--- src/rtl/multiply_sequencer.sv ---
// multiply_sequencer: iterative shift-add MUL/MLA with pipeline stall and NZCV update.
// Optional MUL_EARLY_TERM_EN ends the run as soon as the remaining multiplier bits are zero.
module multiply_sequencer #(
    parameter int WIDTH   = 32,
    parameter int COUNT_W = 6
) (
    input  logic             clk,
    input  logic             rst,
    input  logic             start,
    input  logic             flush,
    input  logic             accumulate,
    input  logic [WIDTH-1:0] valRm,
    input  logic [WIDTH-1:0] valRs,
    input  logic [WIDTH-1:0] valRn,
    input  logic [3:0]       status,
    output logic             busy,
    output logic             stall,
    output logic             done,
    output logic [WIDTH-1:0] result,
    output logic [3:0]       statusOut
);
    typedef enum logic [1:0] {IDLE, RUN, DONE} state_t;
    state_t state, stateNext;
    logic [WIDTH-1:0]   mcand, mplier, acc, accNext;
    logic [1:0]         cv;
    logic [COUNT_W-1:0] count;
    logic               lastIter;
    logic               unusedFlags;
    assign unusedFlags = ^status[3:2];
    always_comb begin
        accNext = mplier[0] ? acc + mcand : acc;
`ifdef MUL_EARLY_TERM_EN
        lastIter = (count == COUNT_W'(WIDTH - 1)) || ((mplier >> 1) == '0);
`else
        lastIter = count == COUNT_W'(WIDTH - 1);
`endif
        stateNext = flush ? IDLE :
                    state == IDLE ? (start ? RUN : IDLE) :
                    state == RUN  ? (lastIter ? DONE : RUN) : IDLE;
        busy  = state != IDLE;
        stall = (start & (state == IDLE)) | (state == RUN);
        done  = state == DONE;
    end
    always_ff @(posedge clk) begin
        if (!rst) begin
            state     <= IDLE;
            mcand     <= '0;
            mplier    <= '0;
            acc       <= '0;
            cv        <= '0;
            count     <= '0;
            result    <= '0;
            statusOut <= '0;
        end else begin
            state <= stateNext;
            if (state == IDLE && start && !flush) begin
                mcand  <= valRm;
                mplier <= valRs;
                acc    <= accumulate ? valRn : '0;
                cv     <= status[1:0];
                count  <= '0;
            end else if (state == RUN && !flush) begin
                acc    <= accNext;
                mcand  <= mcand << 1;
                mplier <= mplier >> 1;
                count  <= count + COUNT_W'(1);
                // result/flags are published on the edge entering DONE
                if (lastIter) begin
                    result    <= accNext;
                    statusOut <= {accNext[WIDTH-1], accNext == '0, cv};
                end
            end
        end
    end
endmodule

--- config.mk ---
export PLATFORM = sky130hd
export DESIGN_NAME = multiply_sequencer
export DESIGN_NICKNAME = d
export VERILOG_FILES = /design/src/rtl/multiply_sequencer.sv
export SDC_FILE = /design/constraint.sdc
export NUM_CORES = 1
export LEC_CHECK = 0
export ABC_AREA = 0
export CAP_MARGIN = 20
export CORE_MARGIN = 5
export CORE_UTILIZATION = 45
export CTS_CLUSTER_DIAMETER = 40
export CTS_CLUSTER_SIZE = 14
export DETAILED_ROUTE_END_ITERATION = 7
export PLACE_DENSITY = 0.8
export SYNTH_ARGS = -nofsm -noshare
export SYNTH_HDL_FRONTEND = slang
export SYNTH_SLANG_ARGS = --single-unit
--- constraint.sdc ---
create_clock -name clk -period 3.9 [get_ports clk]
set_clock_uncertainty 0.2 [all_clocks]
set_input_delay 0.585 -clock clk [delete_from_list [all_inputs] [get_ports clk]]
set_output_delay 0.585 -clock clk [all_outputs]
set_load 0.005 [all_outputs]
Word-level counts from Yosys, hierarchy flattened
Index checks and enable logic that the tools add are counted.
{"block": "classes", "reduce_logical": 11, "div": 0, "magnitude_cmp": 0, "n_mux": 12, "bitwise_logic": 4, "shift": 0, "addsub": 2, "eq_ne": 3, "n_mul": 0}
{"operator": "2-to-1 mux 32 bit", "n": 8}
{"operator": "adder 32 bit", "n": 1}
{"operator": "logical NOT 32 bit", "n": 1}
{"operator": "adder 6 x 1 -> 6 bit (second input constant)", "n": 1}
{"operator": "== test 6 x 5 -> 1 bit (second input constant)", "n": 1}
{"operator": "2-to-1 mux 2 bit", "n": 3}
{"operator": "nonzero test 2 bit", "n": 2}
{"operator": "OR reduction 2 bit", "n": 2}
{"operator": "logical AND 1 bit", "n": 3}
{"operator": "AND reduction 3 bit", "n": 1}
{"operator": "== test 2 x 1 -> 1 bit (second input constant)", "n": 1}
{"operator": "== test 2 bit (second input constant)", "n": 1}
{"operator": "logical NOT 2 bit", "n": 1}
{"operator": "inverter 1 bit", "n": 2}
{"operator": "bitwise AND 1 bit", "n": 1}
{"operator": "logical NOT 1 bit", "n": 1}
{"operator": "2-to-1 mux 1 bit", "n": 1}
{"operator": "bitwise OR 1 bit", "n": 1}
{"block": "word_totals", "latch_bits": 0, "regBits": 142, "mem_bits_rw": 0, "n_memories": 0, "romBits": 0, "output_inout_bits": 39, "wordCells": 40, "input_bits": 105}

Depth between registers and ports, before layout
Gate-level depths: netlist of the first run.
{"block": "logic_depth", "depth_word": 5, "ltp_mapped": 12, "depth_no_buf": 12}

Least setup slack after synthesis of the first run
Ideal clock, no wire load.
{"block": "synth_timing", "path_type": "register to register", "startpoint": "register mcand[0]", "endpoint": "register statusOut[2]", "arrival_time_ns": 2.797, "path_stages_with_launch": 13, "required_time_ns": 3.641, "synth_period_minus_slack_ns": 3.056, "setup_time_ns": 0.059, "path_slack_ns": 0.844, "path_buffers": 0, "cell_sequence": "dfxtp_1 -> ha_1 -> fa_1 -> a211oi_2 -> o211ai_1 -> a211oi_2 -> o31ai_1 -> xnor2_1 -> nor2_1 -> a2111oi_2 -> nand4_1 -> nor4_2 -> a31o_1"}
{"block": "synth_via", "elab_chain_len": 3}
{"item": "from (decl)", "line_no": "24", "source": "logic [WIDTH-1:0] mcand, mplier, acc, accNext;"}
{"item": "from (signal assigned)", "line_no": "57", "source": "mcand <= valRm;"}
{"item": "from (signal assigned)", "line_no": "64", "source": "mcand <= mcand << 1;"}
{"item": "adder 32 bit", "line_no": "31", "source": "accNext = mplier[0] ? acc + mcand : acc;"}
{"item": "2-to-1 mux 32 bit", "line_no": "31"}
{"item": "logical NOT 32 bit", "line_no": "70", "source": "statusOut <= {accNext[WIDTH-1], accNext == '0, cv};"}
{"item": "to (signal assigned)", "line_no": "70"}
{"item": "to (decl)", "line_no": "20", "source": "output logic [3:0] statusOut"}
No other way between the ends.
A chain may end at the register's enable or synchronous reset.

Final worst setup path of the first run
Ends and elaborated chain as after synthesis.

==> results of run 1 <==
[state kept, by name (all words and copies together), names as in the netlist]
name / count
mcand: 32
state: 2
cv: 2
acc: 32
mplier: 32
count: 6
statusOut: 3
result: 32
[cells by family after synthesis]
kind of cell,Yosys count
flops,141
simple gates,413
fa+ha+maj,33
buf+inv,89
mux,16
compound gates,303
xor+xnor,21
[synth_stat cells (all sizes together) (7+ instances only)]
| library cell | count | area (um2) |
|---|---|---|
| nor2 | 150 | 563 |
| dfxtp | 141 | 2820 |
| nand2 | 78 | 293 |
| nor3 | 78 | 390 |
| a21oi | 71 | 378 |
| o22ai | 62 | 388 |
| clkbuf | 60 | 225 |
| a211oi | 44 | 353 |
| nand3 | 35 | 175 |
| ha | 32 | 400 |
| o21ai | 30 | 154 |
| o211ai | 28 | 215 |
| buf | 23 | 101 |
| a31oi | 21 | 153 |
| nand4 | 19 | 119 |
| mux2i | 15 | 150 |
| xnor2 | 12 | 105 |
| and3 | 9 | 56.3 |
| xor2 | 9 | 78.8 |
| a21o | 8 | 60.1 |
| nand2b | 7 | 43.8 |
| or3 | 7 | 43.8 |
[layout make-up]
class,count,share of cell area
Clock inverter,12,0.0183
Inverter,6,0.00247
Sequential cell,141,0.279
Clock buffer,20,0.0441
Timing Repair Buffer,164,0.160
Tap cell,225,0.0278
Multi-Input combinational cell,786,0.469
[worst register-to-register path: stages, from the launching register on]
cell and delay [ps]:
dfxtp_1 330, ha_1 270, fa_1 490, a211oi_4 330
o211a_1 190, buf_4 130, o21ai_1 90, o21ai_1 330
nand2_1 130, xor2_1 160, mux2i_1 270, nand4_1 150
nor4_2 320, a31o_1 190
[power by group]
part	internal (uW)	total [uW]	switching, uW
registers	1520	1590	69.9
clock network	1090	1740	648
logic	301	677	376
[worst min-delay path by stage]
stage | end | startpoint | cells after the start | slack, ps
after floorplan | statusOut[0] | cv[0] | 2 | 230
after global placement | statusOut[0] | cv[0] | 2 | 240
after detailed placement | statusOut[0] | statusOut[0] | 2 | 250
after CTS | statusOut[0] | statusOut[0] | 2 | 250
after global routing | cv[1] | cv[1] | 2 | 280
final | statusOut[0] | statusOut[0] | 2 | 260
[metrics by stage]
| stage | hold WS (ps) | power (uW) | cells | util | setup slack, ps |
|---|---|---|---|---|---|
| finish | 256 | 4010 | 1354 | 0.588 | 288 |
| global route | 283 | 4180 | 1354 | 0.588 | 38.3 |
| CTS | 255 | 4020 | 1354 | 0.587 | 190 |
| detailed placement | 246 | 2280 | 1322 | 0.551 | 237 |
| global placement | 239 | 2270 | 1322 | 0.551 | 260 |
| floorplan | 232 | 2030 | 1016 | - | 844 |
[cells in the final DEF (no fill, tap or decap), types with 3 or more instances in the layout]
cell             count
o21a_1               3
a22oi_1              6
nand2_1             77
o2bb2ai_1            3
a21oi_1             67
nand4_1             19
clkinvlp_4           4
a211oi_1            41
nor2_1             150
nand2b_1             7
ha_1                32
dfxtp_1            140
nor3_1              77
o211ai_1            27
bufinv_16            4
a22o_1               3
buf_4               20
xnor2_1             12
clkdlybuf4s50_1    141
and3_1               8
inv_1                5
o22ai_1             62
nand3_1             35
and2_1               4
xor2_1               9
o21ai_0             21
a21o_1               8
o21ai_1              8
o2111a_1             3
or3_1                7
clkbuf_16           17
inv_6                3
buf_12               3
a31oi_1             19
a21oi_2              3
mux2i_1             15
nor4_1               4
nor2b_1              6
[layer usage]
layer	up-vias	GRT usage
met2	270	0.364
met4	0	0.0700
met5	-	0
met1	3731	0.320
li1	3973	-
met3	37	0.0601
[repair_timing]
item | 4_1_cts | 5_1_grt
gates resized for setup | 0 | 3
setup buffers | 0 | 0
endpoints found under the setup margin | 0 | 1
==> results.toml, run 1 <==
[status]
outcome = "finished clean"

[cts]
cts_hold_buffers = 0
cts.htree.levels = 4
cts_tree = "built"
clk_pin_slew_ps = 60
cts.sinks = 141
clock_latency_ps = 430
cts_inserted_buffers = 17
clockRootBuffer = "clkbuf_16"
cts.path.max_buffers = 2

[finish]
num-fill-cells = 1608
area.sequential_um2 = 2820
drive_gt1_frac = 0.0726
nNetsFinal = 1254
design_area_um2 = 10100
multiInputGateArea_um2 = 4760
antenna_cells = 0
syn_to_final_growth_pct = 28.5

[worst_setup_path]
crit_path_top_delay_cell = "fa_1"
critPathCaptureType = "flop"
worstPathRequired_ps = 4070
worst-path-buf-inv = 1
cp_data_arrival_time_ps = 3780
worstRegToRegCells = 13
r2r-start = "mcand[0]"
crit_path_end = "statusOut[2]"
startpoint = "mcand[0]"
critPathKind = "flop to flop"
cp_common_cell = "o21ai_1"
cp_top_family = "compound AO/OA/AOI/OAI gates"
r2r-end = "statusOut[2]"
critPathMaxStageDelay_ps = 490
crit_fanout = 5
path_depth = 13
r2r_slack_ps = 290
startpoint_type = "flop"
worstPathCellList = "ha_1, fa_1, a211oi_4, o211a_1, buf_4, o21ai_1, o21ai_1, nand2_1, xor2_1, mux2i_1, nand4_1, nor4_2, a31o_1"

[synthesis]
synthAdderAreaFrac = 0.0533
synthesis.area_um2 = 7890
synth_edf_count = 0
ys_ff_latch = 141
ys_warn_count = 0
synth_top_family_by_area = "compound AO/OA/AOI/OAI gates"
syn_avg_cell_area_um2 = 7.77
async_flop_share = 0
synth_top_flop_cell = "dfxtp_1"
netlist_instances = 1016
synth_cell_types = 70
synth-compound-area-share = 0.259
ys_seq_area_frac = 0.358
muxShareOfSynthArea = 0.0204
synth_xor_area_frac = 0.0233
syn_nets = 1154
synth_simple_gate_area_frac = 0.242

[floorplan]
core_area_um2 = 17200
initial_utilization = 0.458
row_count = 48
io_pins = 144
die_area_um2 = 20300
die_y_um = 142
fp.dieW_um = 142

[timing]
period_minus_slack_ps = 3610
worstMarginPinSlew_ps = 875
rsz0062_at_grt = "false"
slew-limit-headroom = 0.415
hold_viol_final = 0
fmaxAchievable_mhz = 277
fin_setup_tns_ps = 0
setup_violations = 0
finalCritPeriodShare = 0.926
finalMaxSlewViolations = 0

[detailed_routing]
drc = 0
drt_iter0_drc = 631
drt_wl_total_mm = 24.1
wl_per_cell_um = 17.8
wl_met3_mm = 1.89
wl_met2_mm = 10.9
vias_per_cell = 5.92
wl_met1_mm = 10.9
via_count = 8011
drt-pass1-iter-count = 5
ant_nets = 0
top_layer_used = "met4"

[global_routing]
antenna_found_initial = 0
grt_pass1_vias = 7487
grt_util_all_layers = 0.234
grt_start_max_net_pins = 68
grt_pass1_wl_mm = 38.5
overflow = 0

[min_path]
hp-class = "flop to flop"

[power_and_ir_drop]
irDropWorstVdd_v = 0.000326
p_per_area_nw_per_um2 = 395
leakage_uw = 0.00365

[placement]
place_area_um2 = 9490
portBuffers = 141
post-dp-hpwl_mm = 17.3
gp_congestion = 0.944

[job]
max-cap-violations = 0
Note: power is estimated with default switching activity, not from simulation.
==> inputs of run 2 (changes only) <==
--- a/config.mk
+++ b/config.mk
@@ -12,7 +12,8 @@
 export CTS_CLUSTER_DIAMETER = 40
 export CTS_CLUSTER_SIZE = 14
 export DETAILED_ROUTE_END_ITERATION = 7
-export PLACE_DENSITY = 0.8
+export MAX_ROUTING_LAYER = met4
+export PLACE_DENSITY_LB_ADDON = 0.2
 export SYNTH_ARGS = -nofsm -noshare
 export SYNTH_HDL_FRONTEND = slang
 export SYNTH_SLANG_ARGS = --single-unit
==> results.toml, run 2 (synthesized netlist as in run 1, its figures left out) <==
[timing]
period_minus_slack_ps = 3590
hold_viol_final = 0
finalMaxSlewViolations = 0
setup_violations = 0
worstMarginPinSlew_ps = 864
fmaxAchievable_mhz = 279
rsz0062_at_grt = "false"
fin_setup_tns_ps = 0
finalCritPeriodShare = 0.920
slew-limit-headroom = 0.424

[floorplan]
row_count = 48
die_y_um = 142
core_area_um2 = 17200
die_area_um2 = 20300
io_pins = 144
fp.dieW_um = 142
initial_utilization = 0.458

[worst_setup_path]
critPathCaptureType = "flop"
cp_data_arrival_time_ps = 3770
startpoint_type = "flop"
worstPathRequired_ps = 4080
critPathKind = "flop to flop"
crit_fanout = 4

[cts]
cts.htree.levels = 4
cts_hold_buffers = 0
cts_tree = "built"
clock_latency_ps = 440
cts.sinks = 141
cts_inserted_buffers = 17
clockRootBuffer = "clkbuf_16"
clk_pin_slew_ps = 70
cts.path.max_buffers = 2

[detailed_routing]
ant_nets = 0
vias_per_cell = 5.87
via_count = 7958
drt-pass1-iter-count = 5
wl_per_cell_um = 17.5
drc = 0
drt_iter0_drc = 574
drt_wl_total_mm = 23.7

[finish]
num-fill-cells = 1650
syn_to_final_growth_pct = 27.9
antenna_cells = 0
most-common-layout-cells = "nor2_1 (150), clkdlybuf4s50_1 (141), dfxtp_1 (140)"
stdcell_count = 1356
nNetsFinal = 1256
area.sequential_um2 = 2820
drive_gt1_frac = 0.0769
multiInputGateArea_um2 = 4770
final_common_cell = "nor2_1"

[min_path]
hp-class = "flop to flop"

[power_and_ir_drop]
totalPowerFinal_uw = 3960
p_per_area_nw_per_um2 = 392
irDropWorstVdd_v = 0.000308
leakage_uw = 0.00364

[placement]
gp_congestion = 0.932
post-dp-hpwl_mm = 16.7
portBuffers = 141
place_inst = 1324

[status]
outcome = "finished clean"

[job]
max-cap-violations = 0

[global_routing]
grt_pass1_wl_mm = 38.3
grt_start_max_net_pins = 81
overflow = 0
grt_util_all_layers = 0.239
grt_pass1_vias = 7463
antenna_found_initial = 0
==> run 2: cell count changes in the layout (fill, tap and decap cells not counted), sizes merged <==
| cell | before | now |
|---|---|---|
| inv | 9 | 15 |
| buf | 23 | 25 |
| clkinv | 1 | 2 |
| bufinv | 4 | 2 |
| clkbuf | 20 | 17 |
| clkinvlp | 4 | 2 |
==> run 2: where the power goes <==
part / total (uW) / internal, uW / switching (uW)
clock: 1700 / 967 / 730
sequential: 1580 / 1520 / 68.1
combinational: 675 / 300 / 375
total: 3960 / 2780 / 1170
==> run 2: what timing repair did <==
action                                  in CTS  in global routing
endpoints found under the setup margin       0                  2
endpoints found under the hold margin        0                  0
resized for setup                            0                  5
buffers inserted                             0                  0
==> run 2: worst paths after layout <==
| kind | startpoint | endpoint | slack (ps) | cells past startpoint |
|---|---|---|---|---|
| worst max-delay path | mcand[0] | statusOut[2] | 310 | 12 |
| worst min-delay path | statusOut[0] | statusOut[0] | 260 | 2 |
| worst max register to register | mcand[0] | statusOut[2] | 310 | 12 |
| worst min register to register | statusOut[0] | statusOut[0] | 260 | 2 |
==> run 2: final cells by class <==
cell class,count,share of cell area
Clock inverter,15,0.0173
Timing Repair Buffer,166,0.158
Tap cell,225,0.0279
Multi-Input combinational cell,786,0.472
Inverter,6,0.00248
Sequential cell,141,0.280
Clock buffer,17,0.0421
==> run 2: through the flow <==
step | instance area (um2) | hold slack, ps | worst slack [ps] | utilization
final | 10100 | 255 | 313 | 0.586
after global routing | 10100 | 275 | 36.5 | 0.586
after CTS | 10100 | 256 | 192 | 0.584
after detailed placement | 9470 | 245 | 216 | 0.549
after global placement | 9470 | 239 | 211 | 0.549
after floorplan | 7890 | 232 | 844 | -
==> run 2: worst max-delay path: stages (launching register included) <==
cell and delay, ps:
dfxtp_1 330, ha_1 270, fa_2 410, a211oi_4 310
o211ai_1 200, a211oi_2 430, o31ai_2 180, xnor2_1 170
nor2_1 80, a2111oi_2 370, nand4_1 190, nor4_4 220
a31o_1 170
==> run 2: metal layers <==
layer / share of wire / track usage / vias to the layer above
met5: 0 / - / -
met4: 0.019 / 0.0625 / 0
met3: 0.051 / 0.0423 / 30
met2: 0.46 / 0.377 / 209
met1: 0.47 / 0.317 / 3755
li1: - / - / 3964
